**src/rtl/serial_add_defs.sv**
```systemverilog
// Shared types and defaults for the bit-serial adder sequencer.
package serial_add_defs;

  localparam int N_DEF = 4;

  typedef enum logic [1:0] {
    IDLE  = 2'd0,
    LOAD  = 2'd1,
    SHIFT = 2'd2,
    DONE  = 2'd3
  } state_t;

  function automatic logic maj(
    input logic x,
    input logic y,
    input logic z
  );
    return (x & y) | (x & z) | (y & z);
  endfunction

endpackage

```
**src/rtl/serial_add_if.sv**
```systemverilog
// Request/result bundle between the switch logic and the serial adder.
interface serial_add_if
  import serial_add_defs::*;
#(
  parameter int N = N_DEF
);

  logic         start;
  logic [N-1:0] a;
  logic [N-1:0] b;
  logic         busy;
  logic         done;
  logic [N-1:0] sum;
  logic         cout;

  modport master (
    output start, a, b,
    input  busy, done, sum, cout
  );

  modport slave (
    input  start, a, b,
    output busy, done, sum, cout
  );

endinterface

```
**src/rtl/serial_carry_ff.sv**
```systemverilog
// Single carry bit for the serial adder slice.
module serial_carry_ff (
  input  logic clk,
  input  logic clr,
  input  logic ld,
  input  logic d,
  output logic q
);

  always_ff @(posedge clk or posedge clr) begin
    if (clr)     q <= 1'b0;
    else if (ld) q <= d;
  end

endmodule

```
**src/rtl/serial_add_ctrl.sv**
```systemverilog
// Load/shift/carry sequencer for an N-bit LSB-first serial adder.
module serial_add_ctrl
  import serial_add_defs::*;
#(
  parameter int N = N_DEF
) (
  input  logic         clk,
  input  logic         clr,
  serial_add_if.slave  bus
);

  localparam int CW = $clog2(N);

  state_t         state;
  state_t         nxt;
  logic [CW-1:0]  cnt;
  logic [N-1:0]   a_sr;
  logic [N-1:0]   b_sr;
  logic [N-1:0]   sum_q;
  logic           busy_q;
  logic           done_q;
  logic           c;
  logic           c_ld;
  logic           c_d;
  logic           s;
  logic           last;

  always_comb begin
    nxt  = state;
    c_ld = 1'b0;
    c_d  = 1'b0;
    s    = a_sr[0] ^ b_sr[0] ^ c;
    last = (cnt == CW'(N - 1));
    unique case (state)
      IDLE: begin
        if (bus.start) nxt = LOAD;
      end
      LOAD: begin
        nxt  = SHIFT;
        c_ld = 1'b1;
      end
      SHIFT: begin
        c_ld = 1'b1;
        c_d  = maj(a_sr[0], b_sr[0], c);
        if (last) nxt = DONE;
      end
      DONE: begin
        nxt = IDLE;
      end
    endcase
  end

  always_ff @(posedge clk or posedge clr) begin
    if (clr) begin
      state  <= IDLE;
      cnt    <= '0;
      a_sr   <= '0;
      b_sr   <= '0;
      sum_q  <= '0;
      busy_q <= 1'b0;
      done_q <= 1'b0;
    end else begin
      state  <= nxt;
      busy_q <= (nxt == LOAD) || (nxt == SHIFT);
      done_q <= (nxt == DONE);
      unique case (state)
        LOAD: begin
          a_sr  <= bus.a;
          b_sr  <= bus.b;
          sum_q <= '0;
          cnt   <= '0;
        end
        SHIFT: begin
          a_sr  <= a_sr >> 1;
          b_sr  <= b_sr >> 1;
          sum_q <= {s, sum_q[N-1:1]};
          // hold at N-1 so the counter never runs past the last bit
          if (!last) cnt <= cnt + CW'(1);
        end
        default: ;
      endcase
    end
  end

  serial_carry_ff u_carry (
    .clk (clk),
    .clr (clr),
    .ld  (c_ld),
    .d   (c_d),
    .q   (c)
  );

  assign bus.busy = busy_q;
  assign bus.done = done_q;
  assign bus.sum  = sum_q;
  assign bus.cout = c;

endmodule

```
**src/flat_wrapper.sv**
```systemverilog
// flat-port wrapper written by rule: the top's interface ports become plain ports
module serial_add_ctrl_flat import serial_add_defs::*;
#(
  parameter int N = N_DEF
)
  (clk, clr, bus_start, bus_a, bus_b, bus_busy, bus_done, bus_sum, bus_cout);
  serial_add_if #(.N(N)) bus_i ();
  input  logic clk;
  input  logic clr;
  input wire logic [$bits(bus_i.start)-1:0] bus_start;
  input wire logic [$bits(bus_i.a)-1:0] bus_a;
  input wire logic [$bits(bus_i.b)-1:0] bus_b;
  output wire logic [$bits(bus_i.busy)-1:0] bus_busy;
  output wire logic [$bits(bus_i.done)-1:0] bus_done;
  output wire logic [$bits(bus_i.sum)-1:0] bus_sum;
  output wire logic [$bits(bus_i.cout)-1:0] bus_cout;
  assign bus_i.start = bus_start;
  assign bus_i.a = bus_a;
  assign bus_i.b = bus_b;
  assign bus_busy = bus_i.busy;
  assign bus_done = bus_i.done;
  assign bus_sum = bus_i.sum;
  assign bus_cout = bus_i.cout;
  serial_add_ctrl #(.N(N)) u_core (.clk(clk), .clr(clr), .bus(bus_i));
endmodule
```
**config.mk**
```make
export PLATFORM = sky130hd
export DESIGN_NAME = serial_add_ctrl_flat
export DESIGN_NICKNAME = d
export VERILOG_FILES = /design/src/rtl/serial_add_defs.sv /design/src/rtl/serial_add_if.sv /design/src/rtl/serial_carry_ff.sv /design/src/rtl/serial_add_ctrl.sv /design/src/flat_wrapper.sv
export SDC_FILE = /design/constraint.sdc
export NUM_CORES = 1
export LEC_CHECK = 0
export CORE_MARGIN = 2
export CORE_UTILIZATION = 49
export CTS_CLUSTER_DIAMETER = 50
export CTS_CLUSTER_SIZE = 24
export DETAILED_ROUTE_END_ITERATION = 8
export PLACE_DENSITY_LB_ADDON = 0.15
export REMOVE_ABC_BUFFERS = 1
export SYNTH_ARGS = -nofsm -noshare
export SYNTH_HDL_FRONTEND = slang
export SYNTH_HIERARCHICAL = 1
export SYNTH_SLANG_ARGS = --single-unit
```
**constraint.sdc**
```tcl
create_clock -name clk -period 1.8 [get_ports clk]
set_input_delay 0.27 -clock clk [delete_from_list [all_inputs] [get_ports clk]]
set_output_delay 0.27 -clock clk [all_outputs]
set_load 0.02 [all_outputs]
```
---- Word level (Yosys, flattened, before mapping) ----
Cells that the tools add are included.
storage, ports and cells
  register bits after elaboration ......... 19
  output and inout bits ................... 7
  word-level logic and storage cells ...... 39
operators by class
  add/subtract/negate cells ............... 1
  eq/ne operators ......................... 8
  muxes and demuxes ....................... 10
  bitwise logic cells ..................... 7
  reduce and logical (&&, ||, !) cells .... 5
operators by type and width
  kind                 count
  $pmux 4 s2           3
  $eq 2x2->1 const B   5
  $pmux 2 s4           1
  $mux 2               3
  $eq 2x1->1 const B   2
  $pmux 2 s2           1
  $and 1x1->1          3
  $add 2x1->2 const B  1
  $logic_not 2->1      1
  $mux 1               2
  $ne 2x2->1 const B   1
  $or 1x1->1           2
  $reduce_and 2->1     1
  $reduce_bool 2->1    1
  $reduce_or 2->1      1
  $xor 1x1->1          2
  $logic_or 1x1->1     1

---- Longest topological paths before layout ----
Gate-level depths: netlist (run 1).
  word-level depth ........................ 5
  depth in mapped cells ................... 7
  depth with buffers taken out ............ 5

---- Cells and area by module ----
Netlist (run 1), hierarchy kept.
modules (own cells, without submodules)
  module           times used  cells an instance  area an instance (um2)  seq. area each (um2)
  serial_add_ctrl  1           78                 858.3                   450.4
  serial_carry_ff  1           3                  43.8                    25.0

---- Least setup slack after synthesis (run 1) ----
OpenSTA, ideal clock, no wires.
  kind .................................... reg-to-reg
  start point ............................. register u_core.u_carry.q
  end point ............................... register u_core.u_carry.q
  arrival ................................. 1.302 ns
  path slack .............................. 0.373 ns
  stages on the path, launching flop included .. 4
  path buffers ............................ 0
  period minus slack after synthesis ...... 1.427 ns
  cell sequence ........................... dfrtp_1 > fa_1 > and2_2 > mux2_4
between the ends
  word-level cells in the longest chain between the ends .. 4
  elaborated cells on any way between the ends .. 5
  classes of those cells .................. mux (1); bitwise (4)
RTL lines
  what                      line                   source
  start: declaration        serial_carry_ff.sv:7   output logic q
  start signal: assignment  serial_carry_ff.sv:11  if (clr) q <= 1'b0;
  start signal: assignment  serial_carry_ff.sv:12  else if (ld) q <= d;
  $and 1x1->1               serial_add_defs.sv:18  return (x & y) | (x & z) | (y & z);
  $or 1x1->1                serial_add_defs.sv:18
  $or 1x1->1 *              serial_add_defs.sv:18
  $mux 1 *                  serial_add_ctrl.sv:34  unique case (state)
  via u_core.c_d            serial_add_ctrl.sv:24  logic c_d;
Mark *: on every way through the listed nets, which the timed path passes. The rest lies on a longest branch.
A chain may end at the register's enable or synchronous reset.

---- Final worst setup path (run 1) ----
  start point ............................. register u_core.state[0]
  end point ............................... register u_core.b_sr[0]
between the ends
  word-level cells in the longest chain between the ends .. 2
  elaborated cells on any way between the ends .. 4
  classes of those cells .................. eq/ne (2); mux (1); reduce/logical (1)
RTL lines
  what                                             line                   source
  start: declaration                               serial_add_ctrl.sv:14  state_t state;
  start signal: assignment                         serial_add_ctrl.sv:63  state <= nxt;
  $eq 2x2->1 or $eq 2x1->1 (tied branches)         serial_add_ctrl.sv:66  unique case (state)
  $pmux 4 s2 or $reduce_bool 2->1 (tied branches)  -
  end signal: assignment                           serial_add_ctrl.sv:69  b_sr <= bus.b;
  end signal: assignment                           serial_add_ctrl.sv:75  b_sr <= b_sr >> 1;
  end: declaration                                 serial_add_ctrl.sv:18  logic [N-1:0] b_sr;
Several ways; a longest one is shown, not always the timed one.

==> flow_summary_export.csv, run 1 <==
group,metric,value,unit
critical_path,timing.rr.start,"u_core/state[0]",
sta,fin_crit_sh,88.4,%
placed_design,post-dp-hpwl,1120,um
cts,clkSlewWorstSetupHoldPaths,120,ps
synthesis,synthArstFlopShare,100,%
cts,cts_buffer_depth,2,
placed_design,placement.io_buffers,17,
pwr,clock_power_share,10.9,%
run_status,status,"completed",
critical_path,cp_data_arrival_time,1810,ps
sta,fmax,629,MHz
pwr,sequentialPowerShare,36.6,%
cts,htree_levels,1,
route,vias_per_cell,4.74,
route,vias,602,
synthesis,ys_seq_area_share,52.7,%
route,routed_wirelength,1510,um
cts,postCtsHoldBufs,0,
pwr,p_int,1.20,mW
route,dr.pass1.iters,4,
layout,area_growth,24.1,%
worst_hold_path,min_path_type,"in2async",
layout,num_antenna_cells,0,
cts,numCtsBuffers,3,
layout,layout-drive-gt1-share,11.8,%
route,drt_iter0_drc,12,
sta,worstMarginPinSlew,563,ps
layout,fill_cells,148,
synthesis,ys.flop_type,"dfrtp_1",
sta,setup_tns,0,ps
pwr,p_leak,0.518,nW
sta,fin_crit,1590,ps
die,start_util,52.2,%
sta,hold_viol,0,
critical_path,reg2reg_slack,210,ps
sta,finalSetupViolCount,0,
die,die_x,46.9,um
cts,root_buffer,"clkbuf_4",
synthesis,synth_most_common_cell,"dfrtp_1",
critical_path,end_kind,"flip-flop",
critical_path,cp_max_fo,20,
critical_path,criticalPathCategory,"reg2reg",
pwr,irDropWorstVdd,0.959,mV
sta,relSlewSlack,62.5,%
placed_design,gp_congestion,0.656,
layout,final_util,64.9,%
route,drc,0,
synthesis,synth-seq-cells,19,
synthesis,netlist_top_cells_area,"dfrtp_1 (53%), mux2i_1 (8.9%), ha_1 (6.9%)",
flow_run,drv_cap,0,
synthesis,yosysUniqueCellTypes,19,
global_routing,antenna_found_initial,0,
global_routing,grt_pass1_wl,2290,um
pwr,p_switching,0.792,mW
critical_path,cp.required,2020,ps
route,wl_per_cell,11.9,um
cts,insertion_delay,300,ps
layout,final_nets,120,
pwr,fin_total_pwr,1.99,mW
die,die_area,2200,um2
global_routing,grt.overflow.total,0,
sta,rsz0062_at_grt,"no",
synthesis,synth_common_cells,"dfrtp_1 (19), inv_1 (10), a21oi_1 (8), mux2i_1 (8), nor2_1 (8)",
pwr,swShare,39.8,%
synthesis,syn_area,902,um2
cts,cts_tree,"built",
die,row_count,15,
synthesis,syn-instance-count,81,
synthesis,synth_warnings,6,
pwr,comb_power_share,52.5,%
sta,skew,12.1,ps
critical_path,crit_path_start_kind,"flip-flop",
cts,post_cts.repair.setup_buffers,0,
critical_path,r2r_cells,5,
sta,slew_violations,0,
cts,ctsResizeCount,0,
synthesis,syn_area_per_cell,11.1,um2
die,boundaryPins,18,
die,die_h,46.9,um
route,final_antenna_net_count,0,
die,coreArea,1730,um2
global_routing,grt_pass1_vias,550,
critical_path,worst_r2r_endpoint,"u_core/b_sr[0]",
synthesis,synth_largest_area_cell,"dfrtp_1",
global_routing,grt_max_degree,21,
synthesis,synth_edf_count,0,
pwr,power.density,1770,nW/um2
synthesis,synth_top_area_share,52.7,%
cts,cts.sinks,19,
global_routing,gr-usage-all-layers,15.7,%
## cell families (layout without fill, tap and decap cells)
group,count (synthesis),count (layout),synth area share [%]
buffers and inverters,14,35,8.74
muxes,10,10,11.8
adders and majority gates,6,6,9.15
AOI/OAI and AO/OA,15,15,8.74
DFF,19,19,52.7
and+or+nand+nor,17,17,8.88
## worst max path at each step
stage                          start              end  slack, ps
floorplan            u_core/state[0]  u_core/bus.busy        250
global placement     u_core/state[0]   u_core/b_sr[3]        290
detailed placement   u_core/state[0]   u_core/a_sr[1]        240
CTS                 u_core/u_carry/q         bus_cout        190
global route         u_core/state[0]   u_core/b_sr[0]         80
finish               u_core/state[0]   u_core/b_sr[0]        210
## area by class of cell
type                       instances  area, um2  area share, %
clock buffer                       3       22.5           2.01
clock inverter                     1       5.00          0.447
inverter                          10       37.5           3.35
multi-input combinational         48        348           31.1
sequential                        19        475           42.5
tap                               25       31.3           2.79
timing repair buffer              21        200           17.9
## cells in the final DEF (no fill, tap or decap), drive strengths merged, types with 3 or more instances in the layout
master         count
a21oi              8
clkdlybuf4s50     17
buf                4
nand3              4
o21ai              6
mux2i              8
dfrtp             19
ha                 5
nor2               8
clkbuf             3
inv               10
## flip-flops by register name, summed over array words and instances (netlist names)
signal / flops
u_core/a_sr: 4
u_core/b_sr: 4
u_core/bus.sum: 4
u_core/cnt: 2
u_core/state: 2
u_core/bus.busy: 1
u_core/bus.done: 1
u_core/u_carry/q: 1
## metal layers
metal  routed length [um]  vias to the layer above  GRT usage [%]  part of all wire (%)
li1                     -                      306              -                     -
met2                  761                       14           26.6                    50
met3                   52                        2           3.46                   3.5
met1                  669                      280           18.4                    44
met5                    0                        -              0                     0
met4                   23                        0           8.33                   1.5
## critical path, cell delays in order (launching register included)
cell and delay [ps]:
dfrtp_1 370, inv_1 80, ha_1 650, buf_4 250, nor2_1 50, a21oi_1 110
## per-stage QoR
step	hold slack [ps]	instances	instance area [um2]	worst slack (ps)
2_1_floorplan	-1.29	77	861	250
3_3_place_gp	449	123	1090	292
3_5_place_dp	446	123	1090	244
4_1_cts	124	127	1120	190
5_1_grt	143	127	1120	79.4
6_report	135	127	1120	210
## power groups by stage
stage | logic [mW] | registers, mW | clock network (mW)
after floorplan | 0.658 | 0.775 | 0
after global placement | 0.998 | 0.727 | 0
after detailed placement | 1.06 | 0.740 | 0
after CTS | 1.05 | 0.731 | 0.225
after global routing | 1.16 | 0.749 | 0.235
final | 1.04 | 0.728 | 0.216
Note: power is estimated with default switching activity, not from simulation.
==> inputs of run 2 (changes only) <==
--- a/config.mk
+++ b/config.mk
@@ -6,7 +6,8 @@
 export NUM_CORES = 1
 export LEC_CHECK = 0
 export CORE_MARGIN = 2
-export CORE_UTILIZATION = 49
+export CORE_UTILIZATION = 50
+export CTS_BUF_LIST = sky130_fd_sc_hd__clkbuf_2
 export CTS_CLUSTER_DIAMETER = 50
 export CTS_CLUSTER_SIZE = 24
 export DETAILED_ROUTE_END_ITERATION = 8
==> flow_summary_export.csv, run 2 (synthesis gave the netlist of run 1 again) <==
group,metric,value,unit
die,start_util,52.8,%
critical_path,end_kind,"output pin",
sta,rsz0062_at_grt,"no",
cts,cts_buffer_depth,2,
critical_path,cp_data_arrival_time,1370,ps
placed_design,dpl-instance-area,1090,um2
sta,setup_ws,162,ps
critical_path,cp_max_fo,3,
global_routing,grt.overflow.total,0,
layout,area_growth,23.3,%
layout,finalInstanceArea,1110,um2
worst_hold_path,min_path_type,"in2async",
route,wl_per_cell,11.2,um
route,routed_wirelength,1420,um
die,row_count,15,
route,final_antenna_net_count,0,
route,drt_iter0_drc,7,
die,die_h,46.5,um
global_routing,gr-usage-all-layers,17.5,%
placed_design,post-dp-hpwl,1050,um
cts,post_cts.repair.setup_buffers,0,
route,vias,584,
layout,most-common-layout-cells,"dfrtp_1 (19), clkdlybuf4s50_1 (17), inv_1 (10)",
layout,finalNonFillerCells,127,
critical_path,criticalPathCategory,"reg2out",
global_routing,grt_pass1_wl,2550,um
cts,cts_tree,"built",
layout,final_common_cell,"dfrtp_1",
pwr,p_leak,0.517,nW
layout,final_nets,120,
global_routing,grt_pass1_vias,590,
critical_path,slowest_delay,620,ps
critical_path,cp.required,1530,ps
die,die_x,46.5,um
critical_path,cpMaxStageDelayCell,"clkdlybuf4s50_1",
route,dr.pass1.iters,4,
cts,insertion_delay,300,ps
critical_path,crit_chain,"clkdlybuf4s50_1",
cts,ctsResizeCount,0,
critical_path,crit_family,"buffers and inverters",
critical_path,crit_path_start_kind,"flip-flop",
cts,cts.sinks,19,
die,boundaryPins,18,
sta,finalSetupViolCount,0,
placed_design,gp_congestion,0.698,
placed_design,dp.cells,123,
sta,relSlewSlack,70.0,%
layout,num_antenna_cells,0,
critical_path,cp.buffers_inverters,1,
route,drc,0,
sta,fin_crit_sh,91.0,%
cts,htree_levels,1,
placed_design,dp_slack,316,ps
route,vias_per_cell,4.60,
pwr,irDropWorstVdd,0.820,mV
placed_design,placement.io_buffers,17,
cts,numCtsBuffers,3,
layout,layout-drive-gt1-share,11.8,%
die,die_area,2160,um2
pwr,power.density,1750,nW/um2
die,coreArea,1710,um2
sta,worstMarginPinSlew,449,ps
sta,setup_tns,0,ps
cts,clkSlewWorstSetupHoldPaths,170,ps
global_routing,grt_max_degree,19,
sta,skew,4.41,ps
sta,fmax,610,MHz
cts,root_buffer,"clkbuf_2",
global_routing,antenna_found_initial,0,
run_status,status,"completed",
sta,hold_viol,0,
sta,fin_crit,1640,ps
sta,slew_violations,0,
flow_run,drv_cap,0,
cts,postCtsHoldBufs,0,
run 2: worst paths after layout:
| path | cells past startpoint | endpoint | start | slack (ps) |
|---|---|---|---|---|
| max | 1 | bus_cout | u_core/u_carry/q | 160 |
| min | 2 | u_core/u_carry/q | clr | 110 |
| max reg2reg | 5 | u_core/cnt[1] | u_core/state[0] | 310 |
| min reg2reg | 1 | u_core/cnt[0] | u_core/cnt[0] | 500 |
| max in group asynchronous | 3 | u_core/state[1] | clr | 1310 |
| min in group clk | 1 | u_core/cnt[0] | u_core/cnt[0] | 500 |
run 2: per-layer routing:
metal | track usage (%) | vias up | wire, um
li1 | - | 307 | -
met1 | 22.1 | 267 | 671
met2 | 26.7 | 8 | 697
met3 | 4.71 | 2 | 39
met4 | 10.3 | 0 | 10
met5 | 0 | - | 0
run 2: layout make-up:
type / instances / area (um2)
Clock buffer: 4 / 20.0
Fill cell: 141 / 596
Inverter: 10 / 37.5
Multi-Input combinational cell: 48 / 348
Sequential cell: 19 / 475
Tap cell: 25 / 31.3
Timing Repair Buffer: 21 / 200
run 2: stage by stage:
stage | hold WS, ps | util (%) | power (mW)
finish | 113 | 65.1 | 1.95
global placement | 449 | 64.0 | 1.75
global route | 83.3 | 65.1 | 2.15
CTS | 83.0 | 65.1 | 1.98
detailed placement | 455 | 64.0 | 1.79
floorplan | -1.29 | - | 1.43
run 2: report_power, final:
part / switching, mW / total [mW] / leakage (nW) / internal (mW)
Clock: 0.124 / 0.183 / 0.0166 / 0.0589
Sequential: 0.101 / 0.720 / 0.235 / 0.619
Combinational: 0.541 / 1.05 / 0.265 / 0.506
Total: 0.766 / 1.95 / 0.517 / 1.18
